[config.mk]
export PLATFORM = sky130hd
export DESIGN_NAME = fp_mul_seq
export DESIGN_NICKNAME = d
export VERILOG_FILES = /design/src/rtl/fp32_pkg.sv /design/src/rtl/fp32_classify.sv /design/src/rtl/fp_mul_seq.sv
export SDC_FILE = /design/constraint.sdc
export NUM_CORES = 1
export LEC_CHECK = 0
export ABC_AREA = 0
export CAP_MARGIN = 20
export CORE_MARGIN = 2
export CORE_UTILIZATION = 64
export DETAILED_ROUTE_END_ITERATION = 12
export PLACE_DENSITY = 0.91
export SLEW_MARGIN = 25
export SYNTH_ARGS = -nofsm -noshare
export SYNTH_HDL_FRONTEND = slang
export SYNTH_SLANG_ARGS = --single-unit
[constraint.sdc]
create_clock -name clk -period 12.5 [get_ports clk]
set_input_delay 2.5 -clock clk [delete_from_list [all_inputs] [get_ports clk]]
set_output_delay 2.5 -clock clk [all_outputs]
set_load 0.02 [all_outputs]
[src/rtl/fp32_pkg.sv]
// Shared single-precision constants, field widths and sequencer state type
// for the shift-add float multiplier.
package fp32_pkg;
  localparam int EXP_W  = 8;
  localparam int FRAC_W = 23;
  localparam int MANT_W = 24;
  localparam int PROD_W = 48;
  localparam int CNT_W  = 5;

  localparam int BIAS    = 127;
  localparam int EXP_MAX = 255;

  localparam logic [31:0] QNAN = 32'h7FC00000;

  typedef enum logic [1:0] {
    IDLE,
    MUL,
    NORM,
    DONE
  } state_t;

  typedef struct packed {
    logic zero;
    logic inf;
    logic nan;
  } fp_class_t;
endpackage

[src/rtl/fp32_classify.sv]
// Operand classifier: zero (subnormals flushed), infinity and NaN flags.
module fp32_classify
  import fp32_pkg::*;
(
  input  logic [31:0] x,
  output fp_class_t   cls
);

  logic [EXP_W-1:0]  e;
  logic [FRAC_W-1:0] f;

  assign e = x[30:23];
  assign f = x[FRAC_W-1:0];

  always_comb begin
    cls      = '0;
    cls.zero = (e == '0);
    cls.inf  = (e == '1) && (f == '0);
    cls.nan  = (e == '1) && (f != '0);
  end

endmodule

[src/rtl/fp_mul_seq.sv]
// Sequential IEEE-754 single multiplier: 24-step shift-add mantissa product,
// then one normalize/round cycle; specials resolve straight to DONE.
module fp_mul_seq
  import fp32_pkg::*;
(
  input  logic        clk,
  input  logic        rst,
  input  logic [31:0] A,
  input  logic [31:0] B,
  input  logic        in_valid,
  output logic        in_ready,
  output logic [31:0] MulProd,
  output logic        out_valid,
  input  logic        out_ready
);

  localparam logic signed [9:0] EMAX = 10'(EXP_MAX);

  state_t              state;
  logic                sa, sb;
  logic [EXP_W-1:0]    ea, eb;
  logic [MANT_W-1:0]   ma, mb;
  logic [PROD_W-1:0]   prod;
  logic [CNT_W-1:0]    cnt;

  fp_class_t           ca, cb;
  logic                spec;
  logic                s_in;
  logic [31:0]         spec_res;

  logic [PROD_W-1:0]   pp;
  logic [MANT_W-1:0]   mant;
  logic                g, r, s, up;
  logic [MANT_W:0]     mant_r;
  logic signed [9:0]   exp_n, exp_f;
  logic                sgn;
  logic [31:0]         norm_res;

  fp32_classify u_cls_a (.x(A), .cls(ca));
  fp32_classify u_cls_b (.x(B), .cls(cb));

  assign in_ready = (state == IDLE);
  assign s_in     = A[31] ^ B[31];
  assign spec     = ca.zero | ca.inf | ca.nan
                  | cb.zero | cb.inf | cb.nan;

  always_comb begin
    spec_res = {s_in, 31'b0};
    if (ca.nan || cb.nan || (ca.inf && cb.zero) || (ca.zero && cb.inf))
      spec_res = QNAN;
    else if (ca.inf || cb.inf)
      spec_res = {s_in, 8'hFF, 23'b0};
  end

  assign pp = mb[cnt] ? ({{(PROD_W-MANT_W){1'b0}}, ma} << cnt) : '0;

  // Product lies in [1,4): bit 47 selects a one-place right normalize.
  always_comb begin
    sgn   = sa ^ sb;
    exp_n = 10'(ea) + 10'(eb) - 10'(BIAS) + {9'b0, prod[47]};
    if (prod[47]) begin
      mant = prod[47:24];
      g    = prod[23];
      r    = prod[22];
      s    = |prod[21:0];
    end else begin
      mant = prod[46:23];
      g    = prod[22];
      r    = prod[21];
      s    = |prod[20:0];
    end
    up     = g & (r | s | mant[0]);
    mant_r = {1'b0, mant} + {{MANT_W{1'b0}}, up};
    exp_f  = exp_n + {9'b0, mant_r[MANT_W]};
    if (exp_f >= EMAX)
      norm_res = {sgn, 8'hFF, 23'b0};
    else if (exp_f <= 10'sd0)
      norm_res = {sgn, 31'b0};
    else if (mant_r[MANT_W])
      norm_res = {sgn, exp_f[7:0], mant_r[MANT_W-1:1]};
    else
      norm_res = {sgn, exp_f[7:0], mant_r[FRAC_W-1:0]};
  end

  always_ff @(posedge clk or posedge rst) begin
    if (rst) begin
      state     <= IDLE;
      MulProd   <= '0;
      out_valid <= 1'b0;
      cnt       <= '0;
      prod      <= '0;
      sa        <= 1'b0;
      sb        <= 1'b0;
      ea        <= '0;
      eb        <= '0;
      ma        <= '0;
      mb        <= '0;
    end else begin
      unique case (state)
        IDLE: begin
          if (in_valid) begin
            sa <= A[31];
            sb <= B[31];
            ea <= A[30:23];
            eb <= B[30:23];
            ma <= {1'b1, A[FRAC_W-1:0]};
            mb <= {1'b1, B[FRAC_W-1:0]};
            if (spec) begin
              MulProd   <= spec_res;
              out_valid <= 1'b1;
              state     <= DONE;
            end else begin
              prod  <= '0;
              cnt   <= '0;
              state <= MUL;
            end
          end
        end
        MUL: begin
          prod <= prod + pp;
          if (cnt == 5'd23) begin
            cnt   <= '0;
            state <= NORM;
          end else begin
            cnt <= cnt + 5'd1;
          end
        end
        NORM: begin
          MulProd   <= norm_res;
          out_valid <= 1'b1;
          state     <= DONE;
        end
        DONE: begin
          if (out_ready) begin
            out_valid <= 1'b0;
            state     <= IDLE;
          end
        end
        default: state <= IDLE;
      endcase
    end
  end

endmodule

==> results.rst <==
.. list-table::
   :header-rows: 1

   * - Metric
     - Value
   * - Delay of the slowest cell on the worst path
     - 0.79 ns
   * - Commonest non-fill, non-tap cell in the layout
     - nand2_1
   * - Antenna diode instance count
     - 0
   * - Gate Count Post-Synth
     - 1390
   * - Minimum clock period
     - 5.84 ns
   * - Initial drt markers
     - 1241
   * - Final period utilization
     - 46.8%
   * - Routed wire length
     - 32600 um
   * - Buffers inserted during post-CTS setup optimization
     - 0
   * - Setup repair after global routing missed its margin
     - no
   * - Wire length on met2
     - 16100 um
   * - Cell depth of the worst min-delay path
     - 1
   * - Number of unique standard cell types used by synthesis
     - 75
   * - Fmax
     - 171 MHz
   * - DRC errors left
     - 0
   * - Tightest Pin Transition
     - 0.974 ns
   * - Horizontal die dimension
     - 142 um
   * - Vias per inst
     - 6.56
   * - Critical Setup Path Class
     - reg2reg
   * - Critical path required time
     - 12.86 ns
   * - Yosys synthesis warning count
     - 0
   * - Final Setup Violations
     - 0
   * - Worst R2R Start
     - prod[47]$_DFFE_PP0P_
   * - Die area
     - 20100 um^2
   * - Total design power
     - 3.10 mW
   * - Clock latency on the worst-skew pair
     - 0.43 ns
   * - Synthesized cell area
     - 12100 um^2
   * - Post-route met1 wirelength
     - 13200 um
   * - Biggest area consumer among synthesized cells
     - dfrtp_1
   * - Most frequent cells in the layout
     - nand2_1 (157), dfrtp_1 (151), nor2_1 (124)
   * - Pre-CTS setup slack
     - 6.76 ns
   * - Number of nets in the layout
     - 1575
   * - Total global-route track usage
     - 33.3%
   * - Number of flops mapped to enable cells by yosys
     - 0
   * - Arr. time, crit path
     - 6.20 ns
   * - Post-Layout Cell Count
     - 1681
   * - Pin count of the biggest net entering global routing
     - 79
   * - Crit path max-delay cell type
     - dfrtp_1
   * - Num rows
     - 50
   * - Hold_sp
     - mb[7]$_DFFE_PP0P_
   * - CTS tree
     - built
   * - Uppermost layer routed
     - met4
   * - Crit. End Element
     - flip-flop
   * - Startpoint Class
     - flip-flop
   * - Number of I/O port buffers
     - 101
   * - Routed met3 length
     - 2340 um
   * - Clk sinks
     - 153
   * - Post-DP HPWL
     - 24000 um
   * - Clk root buf
     - clkbuf_16
   * - Share of synthesized flip-flops with an asynchronous set or reset
     - 100%
   * - Vias in the first global route
     - 10700
   * - Wire length of the first global-routing pass
     - 53500 um
   * - Post-Synthesis Net Count
     - 1530
   * - Hold Violations, Final
     - 0
   * - Clk_skew
     - 0.0118 ns
   * - Gr ovfl total
     - 0
   * - CP cell instances
     - buf_4, mux2_1, nand4_1, nor4_1, and3_1, nand3_1, inv_1, fa_1, inv_1, fa_1, nor2b_1, o21a_1, o211a_1, or3_1, a21o_1, a22oi_2, nor4b_4, and2_1, a22o_1
   * - I/O pins
     - 102
   * - Number of cells on the worst reg-to-reg path
     - 19
   * - Sequential-to-total area share from yosys stat
     - 31.5%
   * - Proportion of layout cells with a drive suffix above 1
     - 10.4%
   * - Filler cell count
     - 1308
   * - Leakage
     - 5.73 nW
   * - Detail Route Antenna Nets
     - 0
   * - Chip Height
     - 142 um
   * - Post-synthesis average cell area
     - 8.73 um^2
   * - Avg WL per Cell
     - 19.4 um
   * - Area growth from synthesis to final layout
     - 13.6%
   * - RePlAce Congestion
     - 1.04
   * - Final worst setup slack
     - 6.66 ns
   * - Most common flop cell mapped by yosys
     - dfrtp_1
   * - Final max-slew violation count
     - 0
   * - Reported max-cap violation count
     - 0
   * - Placeable core area
     - 18600 um^2
   * - Class of the most critical hold timing path
     - reg2reg
   * - Count of hold buffers inserted by post-cts repair
     - 0
   * - Post-CTS clock slew at the launch and capture registers of the worst setup and hold paths
     - 0.06 ns
   * - Cells after DPL
     - 1650
   * - Launch point of the critical path
     - prod[47]$_DFFE_PP0P_
   * - Worst-case vdd ir drop
     - 0.160 mV
   * - Worst relative slew slack
     - 35.1%
   * - Antenna violations before repair
     - 0
   * - Total Neg Setup Slack
     - 0 ns
   * - Starting density of the core
     - 65.1%
   * - Buffer levels on the longest clock path
     - 2
   * - Post-CTS Resized
     - 0
   * - Share of the synthesized area in the top cell type
     - 31.5%
   * - H-tree Lvls
     - 4
   * - Drt first pass iters
     - 6
   * - Largest driver fanout on the critical path
     - 29
   * - Number of clock buffers inserted by TritonCTS
     - 17
   * - Run status
     - finished clean
   * - Total via count in the routed design
     - 11000
   * - Layout Utilization
     - 74.0%
   * - Top cells by area, synth
     - dfrtp_1 (32%), mux2_2 (7.5%), ha_1 (7.1%), nand2_1 (4.9%), mux2i_1 (4.0%)
   * - Total power divided by cell area
     - 225 nW/um^2
   * - Number of register bits inferred by synthesis
     - 153
## per-layer routing
metal / vias to the layer above / track usage (%)
met3: 99 / 5.47
met4: 0 / 13.5
met5: - / 0
li1: 5154 / -
met2: 527 / 57.3
met1: 5246 / 41.8
## flip-flops by register name, summed over array words and instances (netlist names)
signal     flops
MulProd       32
cnt            5
ea             8
eb             8
ma            24
mb            23
out_valid      1
prod          48
sa             1
sb             1
state          2
## power breakdown
| group | total [mW] | leakage [nW] | internal [mW] | switching (mW) |
|---|---|---|---|---|
| Combinational | 1.75 | 3.49 | 0.721 | 1.03 |
| Sequential | 0.810 | 1.95 | 0.653 | 0.157 |
| Clock | 0.537 | 0.281 | 0.316 | 0.221 |
| Total | 3.10 | 5.73 | 1.69 | 1.41 |
## cell type report
| class | count | area (um^2) | share of cell area [%] |
|---|---|---|---|
| multi-input combinational | 1108 | 7820 | 56.7 |
| clock inverter | 13 | 171 | 1.24 |
| inverter | 47 | 181 | 1.32 |
| tap | 234 | 293 | 2.12 |
| clock buffer | 18 | 429 | 3.11 |
| sequential | 153 | 3830 | 27.8 |
| timing repair buffer | 108 | 1070 | 7.74 |
## worst paths after layout
path | slack [ns] | end
worst max-delay path | 6.66 | MulProd[7]$_DFFE_PP0P_
worst min-delay path | 0.50 | mb[7]$_DFFE_PP0P_
worst max register to register | 6.66 | MulProd[7]$_DFFE_PP0P_
worst min register to register | 0.50 | mb[7]$_DFFE_PP0P_
max in group asynchronous | 8.79 | cnt[1]$_DFFE_PP0P_
min in group asynchronous | 2.53 | ea[6]$_DFFE_PP0P_
## cell usage after synthesis, types with 4 or more instances
cell type and n:
o21ai_0 98, a22o_1 23, and3_1 7, or4_1 6
ha_1 69, mux2i_1 49, a31o_2 4, a31oi_1 9
a21o_1 23, o21ai_1 10, nand3_1 23, o21a_1 12
dfrtp_1 153, clkbuf_1 61, clkinv_1 5, and2_1 16
o211ai_1 7, mux2_2 81, nor4_1 21, o21bai_1 5
nor2_1 124, nand2b_1 13, nand2_1 158, a21oi_1 81
xor2_1 40, nor2b_1 13, nor3_1 19, xnor2_1 39
o31ai_1 21, a211oi_1 14, a22oi_1 8, or3_1 6
inv_1 42, nand4_1 29, o22a_1 14, mux4_2 11
buf_2 15, buf_1 4
## stage by stage
stage	instance area, um^2	hold slack [ns]
after floorplan	12100	0.471
after global placement	13200	0.464
after detailed placement	13200	0.491
after CTS	13800	0.505
after global routing	13800	0.517
final	13800	0.502
## cell families (layout without fill, tap and decap cells)
family                     Yosys count  count (layout)  share of synthesized area [%]
DFF                                153             153                           31.5
AOI/OAI and AO/OA                  366             366                           19.5
xor gates and xnor gates            79              79                           5.70
adders and majority gates           72              72                           7.61
muxes                              144             144                           14.0
and+or+nand+nor                    447             447                           17.4
buffers and inverters              129             186                           4.27
## worst max-delay path: cells and delay by family, from the launching register on
family                     cells  cell delay [ns]
and+or+nand+nor                8             2.18
AOI/OAI and AO/OA              5             1.16
DFF                            1             0.79
buffers and inverters          3             0.64
adders and majority gates      2             0.63
muxes                          1             0.39
No activity file was read; power rests on OpenSTA's default activity.
